<file path="src/rtl/bios_loader.sv">
// bios_loader: packs the data_io byte stream into 16-bit little-endian words,
// buffers them in a two-bank ping-pong memory and hands each full bank to the
// core's BIOS load port. bios_loaded is raised once the whole image is consumed.
//
// Ports:
//   clk_sys         system clock, all logic on the rising edge
//   reset           synchronous active-high reset
//   ioctl_download  high while a download is in progress
//   ioctl_wr        one-cycle byte strobe
//   ioctl_addr      byte address of ioctl_dout
//   ioctl_dout      download byte
//   bios_req        core pulls one word per cycle while high
//   bios_addr       word index of the word on bios_din
//   bios_din        delivered word
//   bios_wr         at least one bank is ready
//   bios_loaded     image fully delivered (sticky)
//   overflow        a write targeted a bank still waiting to be read (sticky)
module bios_loader #(
    parameter int unsigned BLOCK_WORDS = 32,
    parameter int unsigned ADDR_W      = 13
) (
    input  logic              clk_sys,
    input  logic              reset,
    input  logic              ioctl_download,
    input  logic              ioctl_wr,
    input  logic [24:0]       ioctl_addr,
    input  logic [7:0]        ioctl_dout,
    input  logic              bios_req,
    output logic [ADDR_W-1:0] bios_addr,
    output logic [15:0]       bios_din,
    output logic              bios_wr,
    output logic              bios_loaded,
    output logic              overflow
);
    localparam int unsigned DEPTH = 2 * BLOCK_WORDS;
    localparam int unsigned IW    = $clog2(DEPTH);
    localparam int unsigned OW    = IW - 1;

    localparam logic [2:0] S_IDLE  = 3'd0;
    localparam logic [2:0] S_RECV  = 3'd1;
    localparam logic [2:0] S_PAD   = 3'd2;
    localparam logic [2:0] S_DRAIN = 3'd3;
    localparam logic [2:0] S_DONE  = 3'd4;

    logic [2:0]        state, state_n;
    logic              dl_q;
    logic [7:0]        lo_byte, lo_byte_n;
    logic              pending, pending_n;
    logic [IW-1:0]     wr_ptr, wr_ptr_n;
    logic [IW-1:0]     rd_ptr, rd_ptr_n;
    logic [ADDR_W-1:0] rd_count, rd_count_n;
    logic [1:0]        ready, ready_n;
    logic              overflow_n, loaded_n;

    logic              rise_c, fall_c, xfer_c;
    logic              wr_req_c, we_c, wbank_c;
    logic [IW-1:0]     widx_c;
    logic [15:0]       wdata_c;
    logic              unused_c;

    logic [15:0]       mem [DEPTH];

    assign rise_c   = ioctl_download & ~dl_q;
    assign fall_c   = ~ioctl_download & dl_q;
    assign xfer_c   = bios_req & bios_wr;
    assign wbank_c  = widx_c[IW-1];
    assign unused_c = ^ioctl_addr[24:IW+1];

    // Next-state, writer and reader bookkeeping
    always_comb begin
        state_n    = state;
        lo_byte_n  = lo_byte;
        pending_n  = pending;
        wr_ptr_n   = wr_ptr;
        rd_ptr_n   = rd_ptr;
        rd_count_n = rd_count;
        ready_n    = ready;
        overflow_n = overflow;
        loaded_n   = bios_loaded;
        wr_req_c   = 1'b0;
        we_c       = 1'b0;
        widx_c     = wr_ptr;
        wdata_c    = 16'hFFFF;

        case (state)
            S_RECV: begin
                if (fall_c) begin
                    // flush an unpaired trailing byte with a zero high half
                    if (pending) begin
                        wr_req_c  = 1'b1;
                        widx_c    = wr_ptr;
                        wdata_c   = {8'h00, lo_byte};
                        wr_ptr_n  = wr_ptr + 1'b1;
                        pending_n = 1'b0;
                    end
                    state_n = (wr_ptr_n[OW-1:0] != '0) ? S_PAD : S_DRAIN;
                end else if (ioctl_wr) begin
                    if (!ioctl_addr[0]) begin
                        lo_byte_n = ioctl_dout;
                        pending_n = 1'b1;
                        wr_ptr_n  = ioctl_addr[IW:1];
                    end else begin
                        wr_req_c  = 1'b1;
                        widx_c    = ioctl_addr[IW:1];
                        wdata_c   = {ioctl_dout, lo_byte};
                        wr_ptr_n  = ioctl_addr[IW:1] + 1'b1;
                        pending_n = 1'b0;
                    end
                end
            end
            S_PAD: begin
                wr_req_c = 1'b1;
                widx_c   = wr_ptr;
                wdata_c  = 16'hFFFF;
                wr_ptr_n = wr_ptr + 1'b1;
                if (&wr_ptr[OW-1:0]) state_n = S_DRAIN;
            end
            S_DRAIN: begin
                // no bank ready means bios_wr is low, so nothing is in flight
                if (ready == '0) begin
                    state_n  = S_DONE;
                    loaded_n = 1'b1;
                end
            end
            default: ;
        endcase

        // writer: drop words aimed at a bank the core has not drained yet
        if (wr_req_c) begin
            if (ready[wbank_c]) begin
                overflow_n = 1'b1;
            end else begin
                we_c = 1'b1;
                if (&widx_c[OW-1:0]) ready_n[wbank_c] = 1'b1;
            end
        end

        // reader: clear comes after set so it wins on the same bank
        if (xfer_c) begin
            rd_ptr_n   = rd_ptr + 1'b1;
            rd_count_n = rd_count + 1'b1;
            if (&rd_ptr[OW-1:0]) ready_n[rd_ptr[IW-1]] = 1'b0;
        end

        // a new download restarts everything from scratch
        if (rise_c) begin
            state_n    = S_RECV;
            pending_n  = 1'b0;
            wr_ptr_n   = '0;
            rd_ptr_n   = '0;
            rd_count_n = '0;
            ready_n    = '0;
            overflow_n = 1'b0;
            loaded_n   = 1'b0;
            we_c       = 1'b0;
        end
    end

    // State and output registers
    always_ff @(posedge clk_sys) begin
        if (reset) begin
            state       <= S_IDLE;
            // follow the pin so a download held high through reset is not a new edge
            dl_q        <= ioctl_download;
            lo_byte     <= '0;
            pending     <= 1'b0;
            wr_ptr      <= '0;
            rd_ptr      <= '0;
            rd_count    <= '0;
            ready       <= '0;
            bios_addr   <= '0;
            bios_din    <= '0;
            bios_wr     <= 1'b0;
            bios_loaded <= 1'b0;
            overflow    <= 1'b0;
        end else begin
            state       <= state_n;
            dl_q        <= ioctl_download;
            lo_byte     <= lo_byte_n;
            pending     <= pending_n;
            wr_ptr      <= wr_ptr_n;
            rd_ptr      <= rd_ptr_n;
            rd_count    <= rd_count_n;
            ready       <= ready_n;
            bios_wr     <= |ready_n;
            bios_loaded <= loaded_n;
            overflow    <= overflow_n;
            if (rise_c) begin
                bios_addr <= '0;
            end else if (xfer_c) begin
                bios_addr <= rd_count;
                bios_din  <= mem[rd_ptr];
            end
        end
    end

    // Ping-pong buffer storage
    always_ff @(posedge clk_sys) begin
        if (we_c) mem[widx_c] <= wdata_c;
    end
endmodule

</file>
<file path="config.mk">
export PLATFORM = sky130hd
export DESIGN_NAME = bios_loader
export DESIGN_NICKNAME = d
export VERILOG_FILES = /design/src/rtl/bios_loader.sv
export SDC_FILE = /design/constraint.sdc
export NUM_CORES = 1
export LEC_CHECK = 0
export ABC_AREA = 1
export CAP_MARGIN = 20
export CORE_UTILIZATION = 40
export CTS_CLUSTER_DIAMETER = 120
export DETAILED_ROUTE_END_ITERATION = 10
export PLACE_DENSITY = 0.52
export SYNTH_ARGS = -nofsm -noshare
export SYNTH_HDL_FRONTEND = slang
export SYNTH_SLANG_ARGS = --single-unit
</file>
<file path="constraint.sdc">
create_clock -name clk_sys -period 3.63 [get_ports clk_sys]
set_clock_uncertainty 0.05 [all_clocks]
set_input_delay 0.363 -clock clk_sys [delete_from_list [all_inputs] [get_ports clk_sys]]
set_output_delay 0.363 -clock clk_sys [all_outputs]
set_load 0.03 [all_outputs]
</file>
==> metrics.md, run 1 <==
| Metric | Value |
|---|---|
| Area Overhead vs Synth | `15.1%` |
| Sw Pwr | `~6.0 mW` |
| Largest area contributor in the netlist | `edfxtp_1` |
| Max FO, Critical Path | `16` |
| Rel. slew slack | `0.210` |
| Syn avg cell area | `approximately 11 sq um` |
| Full die area | `113000 sq um` |
| Rows | `between 100 and 150` |
| GPL Wtd Cong | `0.831` |
| CTS Buffer Depth | `3` |
| Final core occ | `0.465` |
| Comb pwr share | `0.052` |
| Status | `finished, final reports clean` |
| First-pass GRT wire length | `~190000 microns` |
| Pre-CTS setup slack | `approximately 0.16 ns` |
| 1st-iter DRT viols | `2758` |
| Clock period minus worst slack | `~2.9 ns` |
| Critical-path cell list | `nand3_2 > nor2_2 > nand2_2 > nand2_2 > o21ai_4 > o21ai_4 > buf_4 > nand4_4 > buf_4 > nor2_1 > buf_4` |
| Cell Int Power | `about 21 mW` |
| Crit-path max cell delay | `a little over 0.4 ns` |
| Cell area power density | `roughly 530 nW/um^2` |
| Synthesis Warnings | `0` |
| Hold WS | `roughly 0.15 ns` |
| Setup TNS | `0 ns` |
| Setup Viol. Count Final | `0` |
| Worst Path Class, Setup | `reg2reg` |
| Via density | `slightly above 5` |
| Synth async-reset ratio | `0` |
| CTS Hold Bufs | `0` |
| Worst setup EP type | `register` |
| Buffers on Ports | `a little over 50` |
| Cells after Synth | `4014` |
| TritonRoute pass-1 iters | `5` |
| Final hold violation count | `0` |
| Critical Path Slowest Stage Cell | `dfxtp_1` |
| TritonCTS clock tree | `done` |
| Design Power | `27.2 mW` |
| Initial antenna violation count | `0` |
| Die span in x | `around 340 microns` |
| Post-CTS Setup Repair Bufs | `0` |
| Max-cap violations | `0` |
| Seq/Total Area, Yosys | `0.719` |
| Dominant cells by area after synthesis | `edfxtp_1, nand2_1, nand3_1` |
| Syn Std Cell Area | `~45000 sq um` |
| # IOs | `70` |
| Seq pwr share | `0.519` |
| GRT overflow | `0` |
| CTS clk-pin slew, worst paths | `around 0.06 ns` |
| Drc violations | `0` |
| Ys flop type | `edfxtp_1` |
| Core Box Area | `about 110000 sq um` |
| Worst skew pair latency | `~0.68 ns` |
| Total GRT Usage | `0.228` |
| Initial core utilization | `0.404` |
| Final WS setup | `roughly 0.76 ns` |
| Worst setup SP type | `register` |
| CP required | `around 3.9 ns` |
| Synth top area share | `0.687` |
| Root buf cell | `clkbuf_16` |
| Seq cells post-synth | `1096` |
| Vias in the first global route | `roughly 28000` |
| Via count | `29400` |
| Routed wire length | `130000 microns` |
| Pins Over Slew Limit | `0` |
| Clock power share | `0.429` |
| Post-DP HPWL | `between 70000 and 80000 microns` |
| Ratio of cells with drive above 1 in the final layout | `0.0909` |
| Most common cell after layout, fill and taps aside | `nand2_1` |
| Syn nets | `between 4000 and 5000` |
| Worst hold path type | `in2reg` |
| Distinct cells, synth | `37` |
| Post_cts resized | `0` |
| CTS Buf Count | `114` |
| Max IR drop VDD | `approximately 0.37 mV` |
| Most frequent cells in the layout | `nand2_1, edfxtp_1, nand3_1` |
| Switching part of the total | `0.222` |
| WP data arrival | `between 3 and 4 ns` |
| Leakage | `about 19 nW` |
| H-tree levels | `3` |
| Nets | `between 4000 and 5000` |
| Fmax | `349 MHz` |
| Drt wl/cell | `22.8 microns` |
| CP bufs+invs | `3` |
| Clk sink count | `around 1100` |
| Top cell by count, worst path | `buf_4` |
| RSZ-0062 raised after global routing | `false` |
| Die height | `between 300 and 400 microns` |
| Least-Margin Pin Slew | `1.18 ns` |
| Largest net degree at the start of global routing | `slightly above 200` |
| Routed Antenna Nets | `0` |
| Crit share post-route | `0.790` |
| Cell family contributing the most delay on the critical path | `simple AND/OR/NAND/NOR gates` |
| EDFF count, synth | `slightly above 1000` |
[path summary, 6_finish.rpt]
check	startpoint	to	slack (ns)	depth (start not counted)
min reg2reg	bios_loaded	bios_loaded	0.41	2
max reg2reg	state[0]	mem[46][12]	0.76	11
min	ioctl_download	dl_q	0.15	1
max	state[0]	mem[46][12]	0.76	11
[logic make-up (layout without fill, tap and decap cells)]
group,count (synthesis),count (layout),share of synthesized area
other,0,1,0
buffers and inverters,348,537,0.0308
DFF,1096,1096,0.719
adders and majority gates,8,8,0.00224
and+or+nand+nor,2321,2321,0.218
AOI/OAI and AO/OA,234,234,0.0286
xor gates and xnor gates,7,7,0.00137
[layer usage]
| metal | global-route usage | up-vias | part of all wire |
|---|---|---|---|
| met5 | 0 | - | 0 |
| met4 | 0.0593 | 0 | 0.023 |
| met3 | 0.0374 | 168 | 0.065 |
| met2 | 0.369 | 878 | 0.47 |
| met1 | 0.318 | 14300 | 0.44 |
| li1 | - | 14000 | - |
[power by group through the flow]
| stage | Sequential [mW] | Clock, mW | Combinational [mW] |
|---|---|---|---|
| floorplan | 14.4 | 0 | 0.673 |
| global placement | 14.4 | 0 | 1.42 |
| detailed placement | 14.4 | 0 | 1.43 |
| CTS | 14.1 | 11.8 | 1.43 |
| global route | 14.1 | 12.3 | 1.51 |
| finish | 14.1 | 11.7 | 1.43 |
[through the flow]
stage                     cell area, sq um  cells
after floorplan                      44800   4014
after CTS                            51500   5691
after global routing                 51500   5691
after global placement               47800   5482
after detailed placement             47800   5482
final                                51500   5692
[synthesized netlist by cell type (25+ instances only)]
cell type / instances
o21ai_0: 47
buf_2: 53
nor2_1: 158
inv_1: 108
nand4_1: 25
nand3_1: 627
dfxtp_1: 72
buf_1: 27
edfxtp_1: 1024
a21oi_1: 149
nand2_1: 1489
clkbuf_1: 149
[cell type report]
class	count	area, sq um
flip-flops and latches	1096	32200
repair buffers	210	2000
clock buffers	139	3030
diodes	1	2.50
inverters	118	460
clock inverters	70	684
multi-input cells	2570	11300
fillers	10200	59300
well taps	1488	1860
[sequential cells by signal, indices dropped and copies added (netlist names)]
register,cells
ready,2
rd_count,13
rd_ptr,6
mem,1024
overflow,1
bios_addr,13
state,3
wr_ptr,6
bios_loaded,1
lo_byte,8
bios_din,16
pending,1
dl_q,1
bios_wr,1
(Power assumes the default switching activity.)
==> run 2, diff against run 1 <==
- PLACE_DENSITY: 0.52 -> 0.54
- clock period: 3.63 -> 2.4 ns (I/O delays scaled with it)
==> run 2 against run 1 <==
Compared with the run above: the flow now finishes with violations (negative setup slack); flip-flop and latch count unchanged; routed wire length increased by 2.8%; utilization increased by 3.5 points; count of clock-buffer cells in the layout increased by 9; sequential power increased by 51%; cell area increased by 7.5%; first-iteration DRC count increased by 8.3%; register-to-register slack got worse by 0.86 ns; global-route usage increased by 0.46 points; die area unchanged; via count increased by 4.7%; highest routed layer is now met5.
==> metrics.md, run 2 (synthesis results as in run 1) <==
| Metric | Value |
|---|---|
| Worst Path Class, Setup | `reg2reg` |
| Failing checks | `negative setup slack` |
| Die height | `336 microns` |
| Rows | `roughly 120` |
| Via count | `approximately 31000` |
| Post-DP HPWL | `between 80000 and 90000 microns` |
| Root buf cell | `clkbuf_16` |
| Crit share post-route | `1.04` |
| H-tree levels | `3` |
| TritonCTS clock tree | `done` |
| Clock period minus worst slack | `2.50 ns` |
| Least-Margin Pin Slew | `0.593 ns` |
| Most frequent cells in the layout | `nand2_1, edfxtp_1, nand3_1` |
| Vias in the first global route | `roughly 30000` |
| GPL Wtd Cong | `between 0.8 and 0.9` |
| Status | `finished, violations left` |
| Routed wire length | `roughly 130000 microns` |
| Final WS setup | `-0.0987 ns` |
| CP required | `3.00 ns` |
| CTS Buf Count | `between 100 and 150` |
| Max FFs per register | `around 1000` |
| Largest net degree at the start of global routing | `65` |
| Die span in x | `~340 microns` |
| Routed Antenna Nets | `0` |
| Core Box Area | `roughly 110000 sq um` |
| Placed Instances | `approximately 5600` |
| Leakage | `a little over 20 nW` |
| Nets | `~4400` |
| Via density | `between 5 and 6` |
| Worst hold path type | `in2reg` |
| Biggest regs | `mem (1024), bios_din (16)` |
| 1st-iter DRT viols | `~3000` |
| # IOs | `70` |
| Full die area | `around 110000 sq um` |
| Ratio of cells with drive above 1 in the final layout | `0.157` |
| Final hold violation count | `0` |
| CTS clk-pin slew, worst paths | `approximately 0.06 ns` |
| Initial antenna violation count | `2` |
| Setup Viol. Count Final | `28` |
| GRT overflow | `0` |
| Setup TNS | `-0.527 ns` |
| Drc violations | `0` |
| N_diodes | `0` |
| Buffers on Ports | `51` |
| Pre-CTS setup slack | `-1.15 ns` |
| Total GRT Usage | `0.232` |
| Area after DPL | `~50000 sq um` |
| Post-route design area | `55300 sq um` |
| Initial core utilization | `0.404` |
| CTS Hold Bufs | `0` |
| Worst setup EP type | `register` |
| Pins Over Slew Limit | `0` |
| Most common cell after layout, fill and taps aside | `nand2_1` |
| Max IR drop VDD | `approximately 0.62 mV` |
| TritonRoute pass-1 iters | `5` |
| Max FO, Critical Path | `27` |
| Worst setup SP type | `register` |
| RSZ-0062 raised after global routing | `true` |
| First-pass GRT wire length | `between 150000 and 200000 microns` |
| Max-cap violations | `0` |
| Cell area power density | `744 nW/um^2` |
| WP data arrival | `between 3 and 4 ns` |
| Non-filler cells, final | `5890` |
| Rel. slew slack | `0.602` |
| Biggest register | `mem` |
| Area Overhead vs Synth | `23.7%` |
| Worst skew pair latency | `around 0.7 ns` |
| Fmax | `between 400 and 500 MHz` |
| Fill cells | `between 9000 and 10000` |
| Hold WS | `about 0.080 ns` |
| CTS Buffer Depth | `3` |
| Clk sink count | `around 1100` |
| Drt wl/cell | `22.6 microns` |
==> run 2: cell types whose count changed in the layout (fill, tap and decap cells not counted), moves of 7 or more <==
cell       change
nor2_4        +53
buf_12       +103
clkbuf_16     +14
nor2_1        -64
nand3_1       -20
clkbuf_1       +7
buf_6         +39
nand3_2       +17
bufinv_16      -8
nand2_2        +9
nor2_2        +11
buf_4         +32
nand2_1       -15
==> run 2: final cells by class <==
| cell class | count | area [sq um] | area share |
|---|---|---|---|
| Sequential cell | 1096 | 32200 | 0.582 |
| Multi-Input combinational cell | 2570 | 11900 | 0.215 |
| Timing Repair Buffer | 415 | 5430 | 0.0981 |
| Clock buffer | 148 | 3040 | 0.0549 |
| Tap cell | 1488 | 1860 | 0.0336 |
| Inverter | 118 | 474 | 0.00857 |
| Clock inverter | 55 | 437 | 0.00789 |
==> run 2: power by group <==
group,total [mW],switching (mW),internal (mW),leakage [nW]
clock network,16.6,7.22,9.41,1.70
logic,3.24,2.10,1.15,8.76
registers,21.3,0.0520,21.3,9.67
==> run 2: what timing repair did <==
| action | CTS | global route |
|---|---|---|
| pin swaps | 9 | 21 |
| gates cloned | 4 | 26 |
| endpoints found under the hold margin | 0 | 0 |
| setup buffers | 17 | 14 |
| endpoints found under the setup margin | 1025 | 1025 |
| resized for setup | 85 | 185 |
==> run 2: final timing paths <==
| check | startpoint | end | slack (ns) | cells after the start |
|---|---|---|---|---|
| worst max register to register | rd_ptr[0] | bios_din[4] | -0.1 | 13 |
| worst min register to register | bios_loaded | bios_loaded | 0.40 | 2 |
| worst min-delay path | ioctl_download | dl_q | 0.08 | 2 |
| worst max-delay path | rd_ptr[0] | bios_din[4] | -0.1 | 13 |
==> run 2: stage by stage <==
step	utilization	power, mW
after floorplan	-	22.8
after global placement	0.452	24.4
after detailed placement	0.453	24.4
after CTS	0.488	41.2
after global routing	0.499	42.3
final	0.499	41.2
==> run 2: worst max-delay path, cell delays in order, from the launching register on <==
cell	delay (ns)
dfxtp_4	0.40
buf_12	0.15
inv_16	0.17
buf_12	0.21
nand2_1	0.08
nand3_1	0.14
nand3_1	0.18
nand2_1	0.20
nand3_1	0.21
nand2_1	0.22
nand2_1	0.08
nand3_1	0.18
nand2_1	0.07
inv_1	0.05
==> run 2: routing by layer <==
layer | routed length, microns | part of all wire | global-route usage
met1 | 58600 | 0.44 | 0.330
met2 | 61400 | 0.46 | 0.368
met3 | 8900 | 0.067 | 0.0327
met4 | 4190 | 0.031 | 0.0742
met5 | 17 | 0.00013 | 0
